<file path="config.mk">
export PLATFORM = sky130hd
export DESIGN_NAME = ps2_key_router_flat
export DESIGN_NICKNAME = d
export VERILOG_FILES = /design/src/rtl/ps2_key_router_if.sv /design/src/rtl/ps2_key_router.sv /design/src/flat_wrapper.sv
export SDC_FILE = /design/constraint.sdc
export NUM_CORES = 1
export LEC_CHECK = 0
export ABC_AREA = 1
export CORE_UTILIZATION = 45
export CTS_BUF_LIST = sky130_fd_sc_hd__clkbuf_16
export CTS_CLUSTER_DIAMETER = 150
export DETAILED_ROUTE_END_ITERATION = 16
export SYNTH_ARGS = -nofsm -noshare
export SYNTH_HDL_FRONTEND = slang
export SYNTH_SLANG_ARGS = --single-unit
</file>
<file path="constraint.sdc">
create_clock -name CLK_50M -period 2.2 [get_ports CLK_50M]
set_clock_uncertainty 0.15 [all_clocks]
set_input_delay 0.66 -clock CLK_50M [delete_from_list [all_inputs] [get_ports CLK_50M]]
set_output_delay 0.66 -clock CLK_50M [all_outputs]
set_load 0.01 [all_outputs]
</file>
<file path="src/rtl/ps2_key_router_if.sv">
// Keyboard byte stream, ownership control and per-game press pulses for ps2_key_router.
interface ps2_key_router_if;
  logic [7:0] ps2_byte;
  logic       ps2_byte_valid;
  logic       switch_lock;
  logic       owner;
  logic       switch_denied;
  logic       blk_left_press;
  logic       blk_right_press;
  logic       blk_down_press;
  logic       blk_play_press;
  logic       blk_restart_press;
  logic       snk_left_press;
  logic       snk_right_press;
  logic       snk_up_press;
  logic       snk_down_press;

  modport master (
    output ps2_byte, ps2_byte_valid, switch_lock,
    input  owner, switch_denied,
    input  blk_left_press, blk_right_press, blk_down_press, blk_play_press, blk_restart_press,
    input  snk_left_press, snk_right_press, snk_up_press, snk_down_press
  );

  modport slave (
    input  ps2_byte, ps2_byte_valid, switch_lock,
    output owner, switch_denied,
    output blk_left_press, blk_right_press, blk_down_press, blk_play_press, blk_restart_press,
    output snk_left_press, snk_right_press, snk_up_press, snk_down_press
  );
endinterface

</file>
<file path="src/rtl/ps2_key_router.sv">
// Parses PS/2 scan codes, tracks held keys and routes fresh key-down pulses to the
// game that owns the keyboard; Tab hands ownership over.
//   state     | meaning
//   S_IDLE    | no prefix pending
//   S_EXT     | E0 seen, next code is extended
//   S_BRK     | F0 seen, next code is a release
//   S_EXT_BRK | E0 F0 seen, next code is an extended release
module ps2_key_router #(
  parameter int TIMEOUT_CYCLES = 250000,
  parameter bit OWNER_RESET    = 1'b0
) (
  input logic              CLK_50M,
  input logic              RSTn,
  ps2_key_router_if.slave  kb
);

  typedef enum logic [1:0] {S_IDLE, S_EXT, S_BRK, S_EXT_BRK} state_t;

  localparam logic [17:0] TMO_LAST = 18'(TIMEOUT_CYCLES - 1);

  // held/key one-hot bit order: LEFT RIGHT UP DOWN P R TAB (bit 0 .. bit 6)
  localparam int K_LEFT  = 0;
  localparam int K_RIGHT = 1;
  localparam int K_UP    = 2;
  localparam int K_DOWN  = 3;
  localparam int K_P     = 4;
  localparam int K_R     = 5;
  localparam int K_TAB   = 6;

  state_t      state_q, state_d;
  logic [17:0] tmo_q, tmo_d;
  logic [6:0]  held_q, held_d;
  logic        owner_q, owner_d;
  logic [4:0]  blk_q, blk_d;
  logic [3:0]  snk_q, snk_d;
  logic        denied_q, denied_d;

  logic       is_ext, is_brk;
  logic [6:0] key_oh;

  always_comb begin
    is_ext = (state_q == S_EXT) || (state_q == S_EXT_BRK);
    is_brk = (state_q == S_BRK) || (state_q == S_EXT_BRK);
    key_oh = '0;
    if (is_ext) begin
      case (kb.ps2_byte)
        8'h6B:   key_oh[K_LEFT]  = 1'b1;
        8'h74:   key_oh[K_RIGHT] = 1'b1;
        8'h75:   key_oh[K_UP]    = 1'b1;
        8'h72:   key_oh[K_DOWN]  = 1'b1;
        default: key_oh = '0;
      endcase
    end else begin
      case (kb.ps2_byte)
        8'h4D:   key_oh[K_P]   = 1'b1;
        8'h2D:   key_oh[K_R]   = 1'b1;
        8'h0D:   key_oh[K_TAB] = 1'b1;
        default: key_oh = '0;
      endcase
    end
  end

  always_comb begin
    state_d  = state_q;
    tmo_d    = tmo_q;
    held_d   = held_q;
    owner_d  = owner_q;
    blk_d    = '0;
    snk_d    = '0;
    denied_d = 1'b0;
    if (kb.ps2_byte_valid) begin
      // A byte always wins over a coinciding timeout expiry.
      tmo_d = '0;
      case (kb.ps2_byte)
        8'hE0: state_d = S_EXT;
        8'hF0: begin
          if (state_q == S_IDLE)     state_d = S_BRK;
          else if (state_q == S_EXT) state_d = S_EXT_BRK;
        end
        8'hE1: state_d = S_IDLE;
        default: begin
          state_d = S_IDLE;
          if (is_brk) begin
            held_d = held_q & ~key_oh;
          end else if ((key_oh != '0) && ((held_q & key_oh) == '0)) begin
            held_d = held_q | key_oh;
            if (key_oh[K_TAB]) begin
              if (kb.switch_lock) begin
                denied_d = 1'b1;
              end else begin
                owner_d = ~owner_q;
                held_d  = 7'b100_0000;
              end
            end else if (!owner_q) begin
              blk_d = {key_oh[K_R], key_oh[K_P], key_oh[K_DOWN], key_oh[K_RIGHT], key_oh[K_LEFT]};
            end else begin
              snk_d = {key_oh[K_DOWN], key_oh[K_UP], key_oh[K_RIGHT], key_oh[K_LEFT]};
            end
          end
        end
      endcase
    end else if (state_q != S_IDLE) begin
      if (tmo_q == TMO_LAST) begin
        state_d = S_IDLE;
        tmo_d   = '0;
      end else if (tmo_q != '1) begin
        tmo_d = tmo_q + 18'd1;
      end
    end
  end

  always_ff @(posedge CLK_50M or negedge RSTn) begin
    if (!RSTn) begin
      state_q  <= S_IDLE;
      tmo_q    <= '0;
      held_q   <= '0;
      owner_q  <= OWNER_RESET;
      blk_q    <= '0;
      snk_q    <= '0;
      denied_q <= 1'b0;
    end else begin
      state_q  <= state_d;
      tmo_q    <= tmo_d;
      held_q   <= held_d;
      owner_q  <= owner_d;
      blk_q    <= blk_d;
      snk_q    <= snk_d;
      denied_q <= denied_d;
    end
  end

  assign kb.owner             = owner_q;
  assign kb.switch_denied     = denied_q;
  assign kb.blk_left_press    = blk_q[0];
  assign kb.blk_right_press   = blk_q[1];
  assign kb.blk_down_press    = blk_q[2];
  assign kb.blk_play_press    = blk_q[3];
  assign kb.blk_restart_press = blk_q[4];
  assign kb.snk_left_press    = snk_q[0];
  assign kb.snk_right_press   = snk_q[1];
  assign kb.snk_up_press      = snk_q[2];
  assign kb.snk_down_press    = snk_q[3];

endmodule

</file>
<file path="src/flat_wrapper.sv">
// flat-port wrapper written by rule: the top's interface ports become plain ports
module ps2_key_router_flat 
#(
  parameter int TIMEOUT_CYCLES = 250000,
  parameter bit OWNER_RESET    = 1'b0
)
  (CLK_50M, RSTn, kb_ps2_byte, kb_ps2_byte_valid, kb_switch_lock, kb_owner, kb_switch_denied, kb_blk_left_press, kb_blk_right_press, kb_blk_down_press, kb_blk_play_press, kb_blk_restart_press, kb_snk_left_press, kb_snk_right_press, kb_snk_up_press, kb_snk_down_press);
  ps2_key_router_if kb_i ();
  input logic CLK_50M;
  input logic RSTn;
  input wire logic [$bits(kb_i.ps2_byte)-1:0] kb_ps2_byte;
  input wire logic [$bits(kb_i.ps2_byte_valid)-1:0] kb_ps2_byte_valid;
  input wire logic [$bits(kb_i.switch_lock)-1:0] kb_switch_lock;
  output wire logic [$bits(kb_i.owner)-1:0] kb_owner;
  output wire logic [$bits(kb_i.switch_denied)-1:0] kb_switch_denied;
  output wire logic [$bits(kb_i.blk_left_press)-1:0] kb_blk_left_press;
  output wire logic [$bits(kb_i.blk_right_press)-1:0] kb_blk_right_press;
  output wire logic [$bits(kb_i.blk_down_press)-1:0] kb_blk_down_press;
  output wire logic [$bits(kb_i.blk_play_press)-1:0] kb_blk_play_press;
  output wire logic [$bits(kb_i.blk_restart_press)-1:0] kb_blk_restart_press;
  output wire logic [$bits(kb_i.snk_left_press)-1:0] kb_snk_left_press;
  output wire logic [$bits(kb_i.snk_right_press)-1:0] kb_snk_right_press;
  output wire logic [$bits(kb_i.snk_up_press)-1:0] kb_snk_up_press;
  output wire logic [$bits(kb_i.snk_down_press)-1:0] kb_snk_down_press;
  assign kb_i.ps2_byte = kb_ps2_byte;
  assign kb_i.ps2_byte_valid = kb_ps2_byte_valid;
  assign kb_i.switch_lock = kb_switch_lock;
  assign kb_owner = kb_i.owner;
  assign kb_switch_denied = kb_i.switch_denied;
  assign kb_blk_left_press = kb_i.blk_left_press;
  assign kb_blk_right_press = kb_i.blk_right_press;
  assign kb_blk_down_press = kb_i.blk_down_press;
  assign kb_blk_play_press = kb_i.blk_play_press;
  assign kb_blk_restart_press = kb_i.blk_restart_press;
  assign kb_snk_left_press = kb_i.snk_left_press;
  assign kb_snk_right_press = kb_i.snk_right_press;
  assign kb_snk_up_press = kb_i.snk_up_press;
  assign kb_snk_down_press = kb_i.snk_down_press;
  ps2_key_router #(.TIMEOUT_CYCLES(TIMEOUT_CYCLES), .OWNER_RESET(OWNER_RESET)) u_core (.CLK_50M(CLK_50M), .RSTn(RSTn), .kb(kb_i));
endmodule
</file>
==> results of run 1 <==
-- stage by stage --
stage | power [mW] | std cells | instance area [sq um] | utilization (%)
floorplan | 0.890 | 346 | 2500 | -
global placement | 0.991 | 464 | 3010 | 57.5
finish | 1.67 | 475 | 3240 | 61.8
CTS | 1.69 | 475 | 3200 | 61.0
global route | 1.76 | 475 | 3240 | 61.8
detailed placement | 0.996 | 464 | 3010 | 57.5
-- repair_timing --
item / 4_1_cts / 5_1_grt
setup endpoints to repair: 18 / 19
cloned: 1 / 0
buffers inserted: 2 / 0
pin swaps: 3 / 1
gates resized for setup: 14 / 12
-- layer usage --
layer  vias to the layer above  track usage [%]
li1                       1252                -
met2                        55             33.5
met4                         0             6.15
met3                         5             2.99
met1                      1117             32.4
met5                         -                0
-- placed cells by master (no fill, tap or decap), types with 3 or more instances in the layout --
master / instances
buf_4: 33
nand2_4: 4
nand3_1: 37
nand4_1: 14
nor2_2: 12
inv_2: 7
clkbuf_16: 5
nor2_1: 36
o21ai_1: 6
o21a_1: 6
dfrtp_1: 38
nand2_1: 67
o22ai_1: 4
nor2_4: 3
nor3_1: 9
clkdlybuf4s50_1: 13
o21ai_0: 14
dlygate4sd2_1: 7
xor2_1: 3
nand2_2: 12
a21oi_1: 5
o21ai_2: 6
inv_1: 43
-- worst max-delay path by stage --
stage                                    to  slack, ns  cells past startpoint      startpoint
2_1_floorplan  u_core.held_q[3]$_DFFE_PN0P_       0.24                     13  kb_ps2_byte[3]
3_3_place_gp      u_core.blk_q[3]$_DFF_PN0_      -0.41                     10  kb_ps2_byte[0]
3_5_place_dp   u_core.held_q[0]$_DFFE_PN0P_      -0.41                     12  kb_ps2_byte[3]
4_1_cts        u_core.held_q[0]$_DFFE_PN0P_      -0.01                     13  kb_ps2_byte[1]
5_1_grt        u_core.held_q[1]$_DFFE_PN0P_      -0.01                     13  kb_ps2_byte[3]
6_report       u_core.held_q[0]$_DFFE_PN0P_       0.14                     13  kb_ps2_byte[3]
-- cell families after synthesis --
logic type	after synthesis
AND/OR/NAND/NOR	204
buffers and inverters	56
AO/OA/AOI/OAI	44
flip-flops	38
XOR/XNOR	3
adder cells (fa/ha/maj)	1
-- registers in the layout (all words and copies together) (netlist names), named ones only --
name                     count
u_core.tmo_q                18
u_core.held_q                6
u_core.blk_q                 5
u_core.snk_q                 4
u_core.state_q               2
u_core.kb.owner              1
u_core.kb.switch_denied      1
-- worst max-delay path, stage by stage --
cell,delay (ns)
dlygate4sd2_1,0.30
nor2_2,0.19
nand2_1,0.11
nor2_4,0.13
nand2_2,0.07
nand2_2,0.06
nor2_2,0.05
nand2_4,0.06
nand3_4,0.10
nand2_4,0.11
nand2_8,0.09
nand2_1,0.09
o21ai_2,0.05
-- final cells by class --
class | instances | share of cell area [%]
inverters | 50 | 5.80
repair buffers | 56 | 14.7
well taps | 70 | 2.71
flip-flops and latches | 38 | 29.4
clock buffers | 5 | 3.87
clock inverters | 3 | 0.503
multi-input cells | 253 | 43.0
-- report_power, final --
part	switching [mW]	total [mW]	internal, mW
Combinational	0.142	0.240	0.0978
Sequential	0.0251	0.750	0.725
Clock	0.270	0.683	0.413
Total	0.437	1.67	1.24
==> impl_metrics.yaml, run 1 <==
status:
  outcome: "finished clean"
clock_network:
  clk_latency_ns: 0.28
  numCtsBuffers: 5
  ctsRootBufferMaster: "clkbuf_16"
  path_clk_slew_ns: 0.06
  clkSinkCount: 38
  cts_buffer_depth: 2
  htreeDepth: 2
  cts_tree: "done"
  cts_hold_buf: 0
final_layout:
  fill_cells: 488
  drive_gt1_share_pct: 24.0
  final_nets: 417
  multi_input_area_sq_um: 1390
  diodes: 0
  area_growth_syn_to_layout_pct: 29.7
  seq_area_sq_um: 951
synth:
  ys_types: 29
  synth_xor_area_share_pct: 1.05
  synth_area_sq_um: 2500
  synthTopCellsByCount: "nand2_1 (68), inv_1 (45), nor2_1 (43)"
  async_flop_share_pct: 100
  yosysWarningCount: 0
  synth_compound_area_share_pct: 10.7
  synth_largest_area_cell: "dfrtp_1"
  syn_nets: 359
  yosysSeqAreaShare_pct: 38.1
  ys_seq_elements: 38
  synthMostInstantiatedCell: "nand2_1"
  synthFlopType: "dfrtp_1"
  synth_edf_count: 0
  synth_top_family_by_area: "simple AND/OR/NAND/NOR gates"
  synth.mux.area_fraction_pct: 0
  synth-simple-area-share_pct: 40.5
  synth_adder_area_share_pct: 0.501
  yosysTopAreaCellShare_pct: 38.1
  synthCells: 346
  synth.avg_cell_area_sq_um: 7.21
  synth_area_leaders: "dfrtp_1 (38%), nand2_1 (10%), nand3_1 (7.6%)"
route:
  antenna_left: 0
  first_iter_violations: 183
  vias: 2429
  wl_met2_um: 2530
  firstDrtPassIters: 4
  routed_via_density: 5.11
  finalWirelength_um: 5810
  wl_met1_um: 3010
  avgRoutedWirePerCell_um: 12.2
  wl_met3_um: 213
  drc: 0
  top_layer: "met4"
floorplanning:
  die_y_um: 76.5
  rows: 26
  chipWidth_um: 76.5
  dieArea_sq_um: 5850
  ios: 23
  start_util_pct: 47.7
  core_sq_um: 5240
power:
  p_leak_nw: 1.52
  ir_drop_mv: 0.276
  cellPowerDensity_nw_per_um2: 517
timing:
  post-route-period-util_pct: 93.8
  finalMaxSlewViolations: 0
  tns_ns: 0
  fin_ws_ns: 0.136
  hold_violations: 0
  finalSetupViolCount: 0
  timing.slew.headroom_pct: 67.6
  max_freq_mhz: 485
  finalCriticalPeriod_ns: 2.06
  hold_ws_ns: 0.283
  tightest_slew_ns: 0.486
global_routing:
  grt_use_total_pct: 22.0
  grt_pass1_wl_um: 10400
  antenna_found_initial: 0
  grt_overflow: 0
  grt_pass1_vias: 2260
  grt_max_degree: 39
flow_run:
  max_cap_violations: 0
critical_path:
  r2r_start: "u_core.tmo_q[1]$_DFFE_PN0P_"
  rrSetupSlack_ns: 0.22
  path_class: "input pin to register"
  worstPathMaxFanout: 12
  required_ns: 2.22
  cp.arrival_ns: 2.08
  timing.rr.end: "u_core.tmo_q[0]$_DFFE_PN0P_"
  rr_worst_depth: 11
  critPathLaunchType: "input pin"
  end_kind: "register"
placed_design:
  dp_hpwl_um: 4460
  numPortBuffers: 22
  place_ws_ns: -0.413
  gp_congestion: 0.894
worst_hold_path:
  worstHoldPathType: "input pin to async pin"
No activity file was read; power rests on OpenSTA's default activity.
==> inputs of run 2 (changes only) <==
- CORE_MARGIN: default -> 10
==> run 2 against run 1 <==
Against the previous run:
- setup slack improved by 0.029 ns
- final area increased by 1.5%
- sequential power is essentially flat
- via count is 0.54% lower
- register-to-register slack about the same
- worst hold slack got worse by 0.013 ns
- maximum frequency increased by 1.4%
- critical path type is now register to output port
- die area is 53% higher
- sequential share of layout area decreased by 0.43 points
- global-route usage fell by 7.2 points
==> impl_metrics.yaml, run 2 (synthesized netlist as in run 1, its figures left out) <==
route:
  finalWirelength_um: 6160
  firstDrtPassIters: 4
  routed_via_density: 5.05
  drc: 0
  avgRoutedWirePerCell_um: 12.9
  first_iter_violations: 56
  vias: 2416
  antenna_left: 0
critical_path:
  cp.buffers_inverters: 1
  path_class: "register to output port"
  end_kind: "output port"
  r2r_start: "u_core.tmo_q[1]$_DFFE_PN0P_"
  cp.arrival_ns: 1.22
  path_delay_family: "buffers and inverters"
  critPathLaunchType: "register"
  required_ns: 1.39
  path_cells: "clkdlybuf4s50_1"
  worstPathMaxFanout: 4
  cp_slowest_cell: "clkdlybuf4s50_1"
  cpPeakStageDelay_ns: 0.56
  setup.worst_path.start: "u_core.kb.owner$_DFFE_PN0P_"
floorplanning:
  die_y_um: 94.5
  dieArea_sq_um: 8930
  ios: 23
  core_sq_um: 5440
  start_util_pct: 45.9
  chipWidth_um: 94.5
  rows: 27
timing:
  post-route-period-util_pct: 92.5
  hold_ws_ns: 0.270
  max_freq_mhz: 491
  tightest_slew_ns: 0.491
  fin_ws_ns: 0.165
  tns_ns: 0
  timing.slew.headroom_pct: 67.3
  finalSetupViolCount: 0
  finalCriticalPeriod_ns: 2.03
  finalMaxSlewViolations: 0
  rsz0062_at_grt: "no"
  hold_violations: 0
placed_design:
  postPlaceCellArea_sq_um: 3040
  place_inst: 470
  numPortBuffers: 22
  gp_congestion: 0.900
  dp_hpwl_um: 4860
  place_ws_ns: -0.407
clock_network:
  cts_tree: "done"
  ctsRootBufferMaster: "clkbuf_16"
  clkSinkCount: 38
  path_clk_slew_ns: 0.06
  htreeDepth: 2
  numCtsBuffers: 5
  cts_buffer_depth: 2
  clk_latency_ns: 0.28
  cts_hold_buf: 0
final_layout:
  finalCoreUtilization_pct: 60.4
  final_nets: 418
  layout_commonest_cell: "nand2_1"
  diodes: 0
  area_growth_syn_to_layout_pct: 31.6
  largest_reg_flops: 18
  final_cell_mix: "nand2_1 (68), inv_1 (44), dfrtp_1 (38)"
  largest-register: "u_core.tmo_q"
  fin_area_sq_um: 3280
  largestRegisters: "u_core.tmo_q (18), u_core.held_q (6), u_core.blk_q (5)"
  fin_cells: 478
  drive_gt1_share_pct: 23.6
global_routing:
  grt_overflow: 0
  antenna_found_initial: 0
  grt_pass1_wl_um: 10700
  grt_max_degree: 39
  grt_use_total_pct: 14.8
  grt_pass1_vias: 2403
worst_hold_path:
  worstHoldPathType: "input pin to async pin"
flow_run:
  max_cap_violations: 0
power:
  finalPower_mw: 1.93
  cellPowerDensity_nw_per_um2: 587
  ir_drop_mv: 0.354
  p_leak_nw: 1.55
status:
  outcome: "finished clean"
run 2: timing repair:
item,CTS,global route
gates resized for setup,14,8
pin swaps,2,1
setup buffers,0,0
setup endpoints to repair,17,25
run 2: final timing paths:
kind                                                 to  slack, ns  cells past startpoint
max reg2reg                u_core.tmo_q[12]$_DFFE_PN0P_       0.21                     12
min reg2reg                u_core.held_q[2]$_DFFE_PN0P_       0.37                      2
min                         u_core.tmo_q[2]$_DFFE_PN0P_       0.27                      2
max in group asynchronous                     async pin       1.28                      2
max                                            kb_owner       0.17                      1
min in group CLK_50M       u_core.held_q[2]$_DFFE_PN0P_       0.37                      2
run 2: area by class of cell:
cell class / instances / area [sq um]
Fill cell: 534 / 2150
Tap cell: 72 / 90.1
Multi-Input combinational cell: 252 / 1370
Clock inverter: 3 / 68.8
Sequential cell: 38 / 951
Inverter: 50 / 188
Clock buffer: 5 / 125
Timing Repair Buffer: 58 / 495
run 2: worst reg2reg max path, cell delays in order, from the launching register on:
cell and delay [ns]:
dfrtp_1 0.38, ha_2 0.23, nand2_1 0.10, nor2_2 0.14, nand2_1 0.10, nor2_2 0.13, nand3_2 0.11, nand2_4 0.11
inv_2 0.06, buf_12 0.14, buf_4 0.13, nand3_1 0.07, nand2_1 0.05
run 2: routing by layer:
metal,track usage (%),part of all wire (%)
met5,0,0
met1,16.1,42
met2,27.6,55
met3,3.41,2.6
met4,4.49,0.83
run 2: power breakdown:
group / switching, mW / total, mW / internal, mW
logic: 0.136 / 0.235 / 0.0990
registers: 0.0266 / 0.751 / 0.725
clock network: 0.292 / 0.943 / 0.651
total: 0.454 / 1.93 / 1.48
==> inputs of run 3 (changes only) <==
- GPL_ROUTABILITY_DRIVEN: default -> 0
- GPL_TIMING_DRIVEN: default -> 0
- SETUP_SLACK_MARGIN: default -> 0.1
==> run 3 against run 2 <==
Against the previous run:
- wire length is 0.29% lower
- first-iteration DRC count is 43% higher
- sequential cell count stayed put
- critical endpoint unchanged
==> impl_metrics.yaml, run 3 (synthesized netlist as in run 1, its figures left out) <==
route:
  firstDrtPassIters: 4
  drc: 0
  antenna_left: 0
  vias: 2332
  routed_via_density: 5.09
  finalWirelength_um: 6140
  avgRoutedWirePerCell_um: 13.4
  first_iter_violations: 80
final_layout:
  largestRegisters: "u_core.tmo_q (18), u_core.held_q (6), u_core.blk_q (5)"
  final_nets: 398
  finalCoreUtilization_pct: 58.4
  final_cell_mix: "nand2_1 (63), inv_1 (42), dfrtp_1 (37)"
  area_growth_syn_to_layout_pct: 27.2
  diodes: 0
  largest_reg_flops: 18
  fill_cells: 525
  fin_area_sq_um: 3170
  drive_gt1_share_pct: 25.9
  layout_commonest_cell: "nand2_1"
  largest-register: "u_core.tmo_q"
critical_path:
  path_delay_family: "buffers and inverters"
  rrSetupSlack_ns: 0.25
  required_ns: 1.39
  path_class: "register to output port"
  r2r_start: "u_core.tmo_q[0]$_DFFE_PN0P_"
  cp.buffers_inverters: 1
  worstPathMaxFanout: 4
  end_kind: "output port"
  cpPeakStageDelay_ns: 0.55
  path_cells: "clkdlybuf4s50_1"
  setup.worst_path.start: "u_core.kb.owner$_DFFE_PN0P_"
  critPathLaunchType: "register"
  cp.arrival_ns: 1.22
  timing.rr.end: "u_core.tmo_q[0]$_DFFE_PN0P_"
  cp_slowest_cell: "clkdlybuf4s50_1"
  rr_worst_depth: 11
floorplanning:
  ios: 23
  dieArea_sq_um: 8930
  core_sq_um: 5440
  chipWidth_um: 94.5
  start_util_pct: 45.9
  rows: 27
  die_y_um: 94.5
timing:
  post-route-period-util_pct: 92.1
  finalSetupViolCount: 0
  max_freq_mhz: 494
  timing.slew.headroom_pct: 71.5
  finalMaxSlewViolations: 0
  tns_ns: 0
  finalCriticalPeriod_ns: 2.03
  tightest_slew_ns: 0.425
  hold_violations: 0
  rsz0062_at_grt: "no"
clock_network:
  numCtsBuffers: 5
  clkSinkCount: 38
  path_clk_slew_ns: 0.06
  clk_latency_ns: 0.28
  cts_tree: "done"
  htreeDepth: 2
  cts_buffer_depth: 2
  ctsRootBufferMaster: "clkbuf_16"
global_routing:
  grt_use_total_pct: 14.6
  grt_pass1_vias: 2376
  antenna_found_initial: 0
  grt_overflow: 0
  grt_pass1_wl_um: 10500
  grt_max_degree: 28
power:
  cellPowerDensity_nw_per_um2: 609
  finalPower_mw: 1.93
  ir_drop_mv: 0.374
  p_leak_nw: 1.44
placed_design:
  numPortBuffers: 22
  postPlaceCellArea_sq_um: 2820
  dp_hpwl_um: 4670
flow_run:
  max_cap_violations: 0
worst_hold_path:
  worstHoldPathType: "input pin to async pin"
status:
  outcome: "finished clean"
## run 3: layout make-up
type / instances / area, sq um / area share [%]
multi-input cells: 252 / 1440 / 45.4
inverters: 50 / 188 / 5.91
well taps: 72 / 90.1 / 2.84
plain buffers: 6 / 48.8 / 1.54
clock inverters: 3 / 68.8 / 2.17
clock buffers: 5 / 125 / 3.94
repair buffers: 32 / 262 / 8.24
flip-flops and latches: 38 / 952 / 30.0
## run 3: worst max-delay path by stage
stage	to	slack (ns)	cells after the start
after detailed placement	u_core.held_q[4]$_DFFE_PN0P_	-0.49	13
after global routing	u_core.tmo_q[1]$_DFFE_PN0P_	0.12	11
final	kb_owner	0.17	1
after CTS	u_core.held_q[2]$_DFFE_PN0P_	0.11	13
after floorplan	u_core.held_q[3]$_DFFE_PN0P_	0.24	13
after global placement	u_core.snk_q[0]$_DFF_PN0_	-0.71	1
## run 3: metal layers
layer  up-vias  global-route usage (%)  wire, um
met4         0                    4.24        61
met1      1088                    15.2      2480
met3         5                    3.17       162
li1       1212                       -         -
met2        27                    28.3      3440
met5         -                       0         0
## run 3: repair_timing
item                       in CTS  in global routing
gates resized for setup        27                 37
setup buffers                   3                  6
setup endpoints to repair      37                 36
hold buffers                    0                  0
gates cloned                    0                  0
pin swaps                       3                  7
## run 3: power by group
| part | switching (mW) | internal (mW) |
|---|---|---|
| Clock | 0.291 | 0.651 |
| Sequential | 0.0344 | 0.726 |
| Combinational | 0.136 | 0.0934 |
| Total | 0.461 | 1.47 |
## run 3: per-stage QoR
step | cells | hold WS, ns | setup WS [ns]
floorplan | 346 | 0.214 | 0.237
CTS | 452 | 0.118 | 0.108
global placement | 440 | 0.348 | -0.710
finish | 458 | 0.109 | 0.175
detailed placement | 441 | 0.358 | -0.493
global route | 458 | 0.132 | 0.125
